$ cat config.mk
export PLATFORM = sky130hd
export DESIGN_NAME = aes_frame_tx
export DESIGN_NICKNAME = d
export VERILOG_FILES = /design/src/rtl/aes_frame_pkg.sv /design/src/rtl/aes_word_ser.sv /design/src/rtl/aes_frame_tx.sv
export SDC_FILE = /design/constraint.sdc
export NUM_CORES = 1
export LEC_CHECK = 0
export CORE_UTILIZATION = 50
export CTS_BUF_LIST = sky130_fd_sc_hd__clkbuf_4 sky130_fd_sc_hd__clkbuf_8
export DETAILED_ROUTE_END_ITERATION = 7
export PLACE_DENSITY = 0.83
export SYNTH_ARGS = -nofsm -noshare
export SYNTH_HDL_FRONTEND = slang
export SYNTH_SLANG_ARGS = --single-unit
$ cat constraint.sdc
create_clock -name clk -period 12.9 [get_ports clk]
set_input_delay 3.87 -clock clk [delete_from_list [all_inputs] [get_ports clk]]
set_output_delay 3.87 -clock clk [all_outputs]
set_load 0.005 [all_outputs]
$ cat src/rtl/aes_frame_pkg.sv
// Shared constants and types for the AES frame transmitter.
package aes_frame_pkg;

    // Width of one FIFO word: 2-bit tag + 32-bit payload
    localparam int FIFO_W = 34;

    // FIFO word tags, bits [33:32]
    localparam logic [1:0] TAG_DATA = 2'b00;
    localparam logic [1:0] TAG_HDR  = 2'b01;
    localparam logic [1:0] TAG_KEY  = 2'b10;
    localparam logic [1:0] TAG_LAST = 2'b11;

    // Key-mode codes
    localparam logic [1:0] KM_128     = 2'd0;
    localparam logic [1:0] KM_192     = 2'd1;
    localparam logic [1:0] KM_256     = 2'd2;
    localparam logic [1:0] KM_ILLEGAL = 2'd3;

    // Number of 32-bit key words per key mode, and words per data block
    localparam logic [3:0] KEY_WORDS_128 = 4'd4;
    localparam logic [3:0] KEY_WORDS_192 = 4'd6;
    localparam logic [3:0] KEY_WORDS_256 = 4'd8;
    localparam logic [3:0] BLK_WORDS     = 4'd4;

    typedef enum logic [2:0] {
        IDLE,
        HDR,
        KEY,
        WAIT_BLK,
        DATA
    } state_t;

    // Key word count for a key mode; the illegal code never reaches the serializer
    function automatic logic [3:0] key_words(input logic [1:0] key_mode);
        case (key_mode)
            KM_192:  key_words = KEY_WORDS_192;
            KM_256:  key_words = KEY_WORDS_256;
            default: key_words = KEY_WORDS_128;
        endcase
    endfunction

endpackage

$ cat src/rtl/aes_word_ser.sv
// 256-bit load/shift register emitting 32-bit words MSW first.
// Shared by the key and data phases of the frame transmitter.
module aes_word_ser (
    input  logic         clk,
    input  logic         rst,
    input  logic         i_load,
    input  logic [255:0] i_load_data,
    input  logic [3:0]   i_load_words,
    input  logic         i_shift,
    output logic [31:0]  o_word,
    output logic         o_last
);

    logic [255:0] r_shreg;
    logic [3:0]   r_cnt;    // words remaining after the one currently presented

    // Load a new payload, or advance one word per accepted write
    always_ff @(posedge clk or posedge rst) begin
        if (rst) begin
            r_shreg <= '0;
            r_cnt   <= '0;
        end else if (i_load) begin
            r_shreg <= i_load_data;
            r_cnt   <= i_load_words - 4'd1;
        end else if (i_shift) begin
            r_shreg <= {r_shreg[223:0], 32'h0};
            if (r_cnt != 4'd0) begin
                r_cnt <= r_cnt - 4'd1;
            end
        end
    end

    // Current word is always the top slice of the register
    always_comb begin
        o_word = r_shreg[255:224];
        o_last = (r_cnt == 4'd0);
    end

endmodule

$ cat src/rtl/aes_frame_tx.sv
// Frames an AES command (header, key, data blocks) into tagged FIFO words.
module aes_frame_tx #(
    parameter int FIFO_W = 34,
    parameter int LEN_W  = 16
) (
    input  logic              clk,
    input  logic              rst,
    input  logic              i_cmd_valid,
    output logic              o_cmd_ready,
    input  logic              i_cmd_mode,
    input  logic [1:0]        i_cmd_key_mode,
    input  logic [255:0]      i_cmd_key,
    input  logic [LEN_W-1:0]  i_cmd_len,
    input  logic              i_blk_valid,
    output logic              o_blk_ready,
    input  logic [127:0]      i_blk_data,
    output logic              o_wr_fifo,
    output logic [FIFO_W-1:0] o_data_fifo,
    input  logic              i_full_fifo,
    output logic              o_busy,
    output logic              o_err
);

    import aes_frame_pkg::*;

    localparam int WORD_W = aes_frame_pkg::FIFO_W;

    state_t             r_state;
    state_t             w_state_next;
    logic               r_mode;
    logic [1:0]         r_key_mode;
    logic [LEN_W-1:0]   r_len;
    logic [LEN_W-1:0]   r_blk_cnt;
    logic               r_err;

    logic               w_cmd_acc;
    logic               w_cmd_bad;
    logic               w_blk_acc;
    logic               w_ser_load;
    logic [255:0]       w_ser_data;
    logic [3:0]         w_ser_words;
    logic               w_ser_shift;
    logic [31:0]        w_ser_word;
    logic               w_ser_last;
    logic [WORD_W-1:0]  w_word;

    assign w_cmd_acc   = i_cmd_valid & o_cmd_ready;
    assign w_cmd_bad   = (i_cmd_len == '0) | (i_cmd_key_mode == KM_ILLEGAL);
    assign w_blk_acc   = i_blk_valid & o_blk_ready;
    // Key is preloaded at command accept so it is ready once the header is out
    assign w_ser_load  = (w_cmd_acc & ~w_cmd_bad) | w_blk_acc;
    assign w_ser_data  = w_blk_acc ? {i_blk_data, 128'h0} : i_cmd_key;
    assign w_ser_words = w_blk_acc ? BLK_WORDS : key_words(i_cmd_key_mode);
    assign w_ser_shift = o_wr_fifo & ((r_state == KEY) | (r_state == DATA));

    aes_word_ser u_ser (
        .clk          (clk),
        .rst          (rst),
        .i_load       (w_ser_load),
        .i_load_data  (w_ser_data),
        .i_load_words (w_ser_words),
        .i_shift      (w_ser_shift),
        .o_word       (w_ser_word),
        .o_last       (w_ser_last)
    );

    // FSM state register
    always_ff @(posedge clk or posedge rst) begin
        if (rst) begin
            r_state <= IDLE;
        end else begin
            r_state <= w_state_next;
        end
    end

    // FSM next-state logic; every word-producing state advances only on a write
    always_comb begin
        w_state_next = r_state;
        case (r_state)
            IDLE:     if (w_cmd_acc && !w_cmd_bad) w_state_next = HDR;
            HDR:      if (!i_full_fifo) w_state_next = KEY;
            KEY:      if (!i_full_fifo && w_ser_last) w_state_next = WAIT_BLK;
            WAIT_BLK: if (i_blk_valid) w_state_next = DATA;
            DATA: begin
                if (!i_full_fifo && w_ser_last) begin
                    w_state_next = (r_blk_cnt != '0) ? WAIT_BLK : IDLE;
                end
            end
            default:  w_state_next = IDLE;
        endcase
    end

    // FSM outputs; the FIFO word is a mux of registered values only
    always_comb begin
        o_cmd_ready = (r_state == IDLE);
        o_blk_ready = (r_state == WAIT_BLK);
        o_busy      = (r_state != IDLE);
        o_wr_fifo   = ((r_state == HDR) || (r_state == KEY) || (r_state == DATA)) && !i_full_fifo;
        o_err       = r_err;
        case (r_state)
            HDR:     w_word = {TAG_HDR, r_mode, r_key_mode, 13'h0, 16'(r_len)};
            KEY:     w_word = {TAG_KEY, w_ser_word};
            // Block counter already decremented at accept: zero means final block
            DATA:    w_word = {(w_ser_last && r_blk_cnt == '0) ? TAG_LAST : TAG_DATA, w_ser_word};
            default: w_word = '0;
        endcase
        o_data_fifo = FIFO_W'(w_word);
    end

    // Command capture, block counter and error pulse
    always_ff @(posedge clk or posedge rst) begin
        if (rst) begin
            r_mode     <= 1'b0;
            r_key_mode <= 2'd0;
            r_len      <= '0;
            r_blk_cnt  <= '0;
            r_err      <= 1'b0;
        end else begin
            r_err <= w_cmd_acc & w_cmd_bad;
            if (w_cmd_acc) begin
                r_mode     <= i_cmd_mode;
                r_key_mode <= i_cmd_key_mode;
                r_len      <= i_cmd_len;
                r_blk_cnt  <= i_cmd_len;
            end else if (w_blk_acc) begin
                r_blk_cnt  <= r_blk_cnt - 1'b1;
            end
        end
    end

endmodule

==> impl_metrics.py, run 1 <==
metrics = {
    "status": {
        "status": "finished clean",
    },
    "yosys": {
        "yosysTopAreaCellShare": 0.481,
        "synth.avg_cell_area_sq_um": 10.3,
        "syn-num-nets": 1929,
        "yosysUniqueCellTypes": 52,
        "synth_area_leaders": "dfrtp_1 48%, mux2i_1 12%, o32ai_1 4.7%, nand3_1 4.7%, o31ai_2 3.7%",
        "synth_top_area_cell": "dfrtp_1",
        "synth-seq-cells": 299,
        "yosysWarnings": 0,
        "synth_top_flop_cell": "dfrtp_1",
        "synth_cells": 1518,
        "syn_area_sq_mm": 0.0156,
        "synth_edf_count": 0,
        "ys_async_sr_fraction": 1.00,
        "ys_seq_area_frac": 0.481,
    },
    "final_layout": {
        "drive_gt1_frac": 0.0907,
        "multi_input_area_sq_mm": 0.00740,
        "nNetsFinal": 2280,
        "layout_common_cells": "446 x clkdlybuf4s50_1, 299 x dfrtp_1, 181 x mux2i_1, 145 x nand3_1, 139 x nand2_1",
        "fillers": 2297,
        "ff_latch_area_sq_mm": 0.00748,
        "final_common_cell": "clkdlybuf4s50_1",
        "syn2layout_area_growth_pct": 36.2,
        "fin_cells": 2306,
    },
    "critical_path": {
        "cp_max_fo": 7,
        "cp-end-kind": "output port",
        "crit_path_start": "i_full_fifo",
        "reg2regPathDepth": 8,
        "crit_path_start_kind": "input port",
        "cp_cell_sequence": "clkdlybuf4s50_1 > nor2_1 > clkdlybuf4s50_1",
        "cp.depth": 3,
        "path_delay_family": "buffers and inverters",
        "reg2reg_from": "r_state[1]",
        "cp_data_required_time_ns": 9.03,
        "path_common_cell": "clkdlybuf4s50_1",
        "critPathMaxStageDelay_ns": 0.55,
        "worst_path_max_delay_cell": "clkdlybuf4s50_1",
        "rr_endpoint": "u_ser.r_cnt[2]",
        "rrSetupSlack_ns": 9.00,
        "cp.arrival_ns": 5.09,
        "path_class": "input port to output port",
        "timing.critical_path.buf_inv": 2,
        "setup.worst_path.end": "o_wr_fifo",
    },
    "detailed_routing": {
        "drtIter0Drc": 1598,
        "ant_nets": 0,
        "avgViaCountPerCell": 6.47,
        "wl_per_cell_um": 24.6,
        "drcViolationCount": 0,
        "first_pass_iters": 6,
        "vias": 14919,
        "routed_wl_um": 56700,
    },
    "global_route": {
        "grt_pass1_wl_um": 83900,
        "grt_usage": 0.347,
        "gr-total-overflow": 0,
        "grt_pass1_vias": 14375,
        "grt_max_degree": 172,
        "antenna_found_initial": 4,
    },
    "min_path": {
        "hold_class": "flip-flop to flip-flop",
    },
    "sta": {
        "slew_viol_final": 0,
        "hold_viol_final": 0,
        "fin_tns_setup_ns": 0,
        "worstMarginPinSlew_ns": 1.14,
        "timing.hold.ws_ns": 0.478,
        "finalCriticalPeriod_ns": 8.96,
        "skew_ns": 0.0266,
        "fin_crit_sh": 0.695,
        "rsz0062_at_grt": "no",
        "setup_viol": 0,
        "max_freq_mhz": 112,
        "fin_ws_ns": 3.94,
        "max_slew_margin": 0.238,
    },
    "floorplanning": {
        "initial_core_util": 0.509,
        "die-area_sq_mm": 0.0318,
        "die_x_um": 178,
        "rows": 64,
        "core-area_sq_mm": 0.0306,
        "die_h_um": 178,
        "io_pins": 447,
    },
    "clock_tree": {
        "cts_max_path_buffers": 3,
        "htreeDepth": 2,
        "cts_root_buf": "clkbuf_8",
        "cts_resized": 0,
        "clkLatencyLatePin_ns": 0.57,
        "ctsHoldBuffers": 0,
        "path_clk_slew_ns": 0.06,
        "numClockSinks": 299,
        "post_cts_buffers": 0,
        "numCtsBuffers": 51,
        "cts_tree": "built",
    },
    "power": {
        "power_mw": 4.80,
        "power.density_mw_per_mm2": 226,
        "p_leak_nw": 8.74,
        "ir_drop_uv": 113,
    },
    "placed_design": {
        "place_ws_ns": 3.95,
        "port_buffers": 446,
        "hpwl_um": 38100,
        "dp_cells": 2212,
        "gp_congestion": 0.896,
    },
    "run": {
        "drv_cap": 0,
    },
}
-- state kept, by name, summed over array words and instances (netlist names) --
name and flops:
o_err 1, r_blk_cnt 16, r_key_mode 2, r_len 16, r_mode 1, r_state 3, u_ser.r_cnt 4, u_ser.r_shreg 256
-- through the flow --
| stage | cell area [sq um] | util |
|---|---|---|
| finish | 21200 | 0.693 |
| global route | 21200 | 0.693 |
| CTS | 21200 | 0.693 |
| detailed placement | 20100 | 0.656 |
| global placement | 20100 | 0.656 |
| floorplan | 15600 | - |
-- metal layers --
metal / routed length (um) / GRT usage / vias to the layer above
met5: 13 / 0 / -
li1: - / - / 6560
met3: 4730 / 0.0569 / 138
met4: 2840 / 0.185 / 2
met2: 26500 / 0.549 / 893
met1: 22600 / 0.456 / 7326
-- layout make-up --
| type | count | area share |
|---|---|---|
| diodes | 3 | 0.000354 |
| clock buffers | 87 | 0.0515 |
| clock inverters | 4 | 0.00124 |
| inverters | 10 | 0.00213 |
| multi-input cells | 1040 | 0.349 |
| flip-flops and latches | 299 | 0.353 |
| well taps | 396 | 0.0234 |
| repair buffers | 467 | 0.219 |
-- worst reg2reg max path: cells and delay by family, from the launching register on --
family	cells	cell delay, ns
buffers and inverters	2	1.16
and+or+nand+nor	2	1.08
AOI/OAI and AO/OA	2	0.62
DFF	1	0.59
adders and majority gates	1	0.25
xor gates and xnor gates	1	0.10
-- where the power goes --
part	switching (mW)	internal, mW	total, mW
Clock	0.389	0.529	0.918
Sequential	0.373	1.40	1.77
Combinational	1.14	0.967	2.11
Total	1.90	2.90	4.80
-- cells by family after synthesis --
group | count (synthesis) | synth area share
flops | 299 | 0.481
compound gates | 451 | 0.228
simple gates | 399 | 0.121
mux | 181 | 0.116
buf+inv | 179 | 0.0477
fa+ha+maj | 3 | 0.00241
xor+xnor | 6 | 0.00338
-- synth_stat cells, types with 18 or more instances --
| library cell | n |
|---|---|
| a211oi_1 | 37 |
| a22o_1 | 19 |
| a22oi_1 | 41 |
| a31oi_1 | 86 |
| buf_2 | 53 |
| clkbuf_1 | 104 |
| dfrtp_1 | 299 |
| mux2i_1 | 181 |
| nand2_1 | 141 |
| nand3_1 | 145 |
| nor2_1 | 21 |
| nor3_1 | 44 |
| o211ai_1 | 49 |
| o21ai_0 | 34 |
| o31ai_1 | 18 |
| o31ai_2 | 46 |
| o32ai_1 | 84 |
-- how the worst min path moves through the flow --
stage | depth (start not counted) | to | from | slack, ns
after floorplan | 2 | r_key_mode[1] | r_key_mode[1] | 0.45
after global placement | 2 | r_len[5] | r_len[5] | 0.46
after detailed placement | 2 | r_len[0] | r_len[0] | 0.46
after CTS | 2 | r_len[11] | r_len[11] | 0.48
after global routing | 2 | r_len[6] | r_len[6] | 0.50
final | 2 | r_len[1] | r_len[1] | 0.48
Power figures use the tool's default switching activity.
==> inputs of run 2 (changes only) <==
clock period = 8.8 ns   (was 12.9 ns; I/O delays follow)
==> impl_metrics.py, run 2 (synthesized netlist as in run 1, its figures left out) <==
metrics = {
    "status": {
        "status": "finished clean",
    },
    "critical_path": {
        "worst_path_max_delay_cell": "clkdlybuf4s50_1",
        "rr_endpoint": "r_blk_cnt[7]",
        "cp-end-kind": "output port",
        "cp_max_fo": 7,
        "path_common_cell": "clkdlybuf4s50_1",
        "crit_path_start_kind": "input port",
        "cp_cell_sequence": "clkdlybuf4s50_1 > nor2_1 > clkdlybuf4s50_1",
        "path_class": "input port to output port",
        "cp.arrival_ns": 3.84,
        "critPathMaxStageDelay_ns": 0.54,
        "rrSetupSlack_ns": 5.29,
        "reg2reg_from": "r_state[1]",
        "reg2regPathDepth": 6,
        "cp_data_required_time_ns": 6.16,
    },
    "final_layout": {
        "final_util": 0.694,
        "syn2layout_area_growth_pct": 36.4,
        "nNetsFinal": 2278,
        "largest_reg_flops": 256,
        "top_regs": "u_ser.r_shreg: 256 flops, r_blk_cnt: 16 flops, r_len: 16 flops",
        "top_register": "u_ser.r_shreg",
        "layout_common_cells": "446 x clkdlybuf4s50_1, 299 x dfrtp_1, 181 x mux2i_1, 145 x nand3_1, 139 x nand2_1",
        "fin_cells": 2309,
        "drive_gt1_frac": 0.0903,
        "final_common_cell": "clkdlybuf4s50_1",
    },
    "sta": {
        "max_slew_margin": 0.260,
        "rsz0062_at_grt": "no",
        "worstMarginPinSlew_ns": 1.11,
        "max_freq_mhz": 154,
        "slew_viol_final": 0,
        "fin_crit_sh": 0.736,
        "hold_viol_final": 0,
        "skew_ns": 0.0255,
        "setup_viol": 0,
        "timing.hold.ws_ns": 0.478,
        "fin_tns_setup_ns": 0,
        "finalCriticalPeriod_ns": 6.48,
        "fin_ws_ns": 2.32,
    },
    "floorplanning": {
        "initial_core_util": 0.509,
        "core-area_sq_mm": 0.0306,
        "die-area_sq_mm": 0.0318,
        "die_h_um": 178,
        "io_pins": 447,
        "rows": 64,
        "die_x_um": 178,
    },
    "detailed_routing": {
        "met1Wirelength_um": 22200,
        "vias": 14784,
        "drtIter0Drc": 1528,
        "routed_wl_um": 56800,
        "highest_layer": "met5",
        "route.met3.wl_um": 5090,
        "routed-wl-met2_um": 27000,
        "first_pass_iters": 6,
        "avgViaCountPerCell": 6.40,
        "wl_per_cell_um": 24.6,
        "ant_nets": 0,
        "drcViolationCount": 0,
    },
    "placed_design": {
        "gp_congestion": 0.918,
        "place_ws_ns": 2.32,
        "hpwl_um": 38900,
        "dp_cells": 2212,
        "port_buffers": 446,
    },
    "global_route": {
        "antenna_found_initial": 9,
        "grt_usage": 0.350,
        "gr-total-overflow": 0,
        "grt_max_degree": 151,
        "grt_pass1_vias": 14239,
        "grt_pass1_wl_um": 84400,
    },
    "power": {
        "power_frac_clock": 0.193,
        "p_sw_mw": 2.78,
        "p_leak_nw": 8.75,
        "p_seq_frac": 0.371,
        "p_sw_frac": 0.394,
        "power.density_mw_per_mm2": 332,
        "p_int_mw": 4.27,
        "comb_power_share": 0.436,
        "ir_drop_uv": 182,
    },
    "clock_tree": {
        "post_cts_buffers": 0,
        "cts_max_path_buffers": 3,
        "clkLatencyLatePin_ns": 0.57,
        "cts_root_buf": "clkbuf_8",
        "numClockSinks": 299,
        "htreeDepth": 2,
        "cts_tree": "built",
        "numCtsBuffers": 49,
        "cts_resized": 0,
        "ctsHoldBuffers": 0,
        "path_clk_slew_ns": 0.05,
    },
    "min_path": {
        "min_to": "r_len[11]",
        "hold_depth": 2,
        "hold_class": "flip-flop to flip-flop",
        "min_from": "r_len[11]",
    },
    "run": {
        "drv_cap": 0,
    },
}
## run 2: cell count changes in the layout (fill, tap and decap cells not counted), moves of 2 or more
cell | before | now
clkbuf_4 | 17 | 12
buf_4 | 19 | 17
clkbuf_8 | 70 | 65
bufinv_16 | 0 | 3
diode_2 | 3 | 8
clkinv_2 | 2 | 8
buf_12 | 2 | 4
## run 2: power groups by stage
stage               Combinational (mW)  Sequential, mW  Clock (mW)
floorplan                         2.14            2.33           0
global placement                  2.93            2.58           0
detailed placement                3.04            2.61           0
CTS                               3.06            2.59        1.37
global route                      3.33            2.66        1.43
finish                            3.07            2.62        1.36
## run 2: layout make-up
class	count	area, sq um
fillers	2241	9360
flip-flops and latches	299	7480
multi-input cells	1040	7400
repair buffers	467	4670
clock buffers	77	985
well taps	396	495
clock inverters	12	138
inverters	10	41.3
diodes	8	20.0
## run 2: how the worst max path moves through the flow
stage	start	endpoint	slack, ns	depth (start not counted)
finish	i_full_fifo	o_wr_fifo	2.32	3
global route	i_full_fifo	o_wr_fifo	2.27	3
CTS	i_full_fifo	o_wr_fifo	2.32	3
detailed placement	i_full_fifo	o_wr_fifo	2.32	3
global placement	i_full_fifo	o_wr_fifo	2.33	3
floorplan	rst	o_err	2.19	1
## run 2: critical path: cells and delay by family
kind                   cells  cell delay (ns)
buffers and inverters      2             1.05
and+or+nand+nor            1             0.15
## run 2: per-stage QoR
| stage | total power, mW | instance area (sq um) |
|---|---|---|
| floorplan | 4.47 | 15600 |
| global placement | 5.51 | 20100 |
| detailed placement | 5.65 | 20100 |
| CTS | 7.02 | 21200 |
| global route | 7.43 | 21200 |
| finish | 7.04 | 21200 |
## run 2: per-layer routing
layer  up-vias  track usage
li1       6565            -
met1      7235        0.451
met3       147       0.0746
met2       833        0.566
met4         4        0.158
met5         -            0
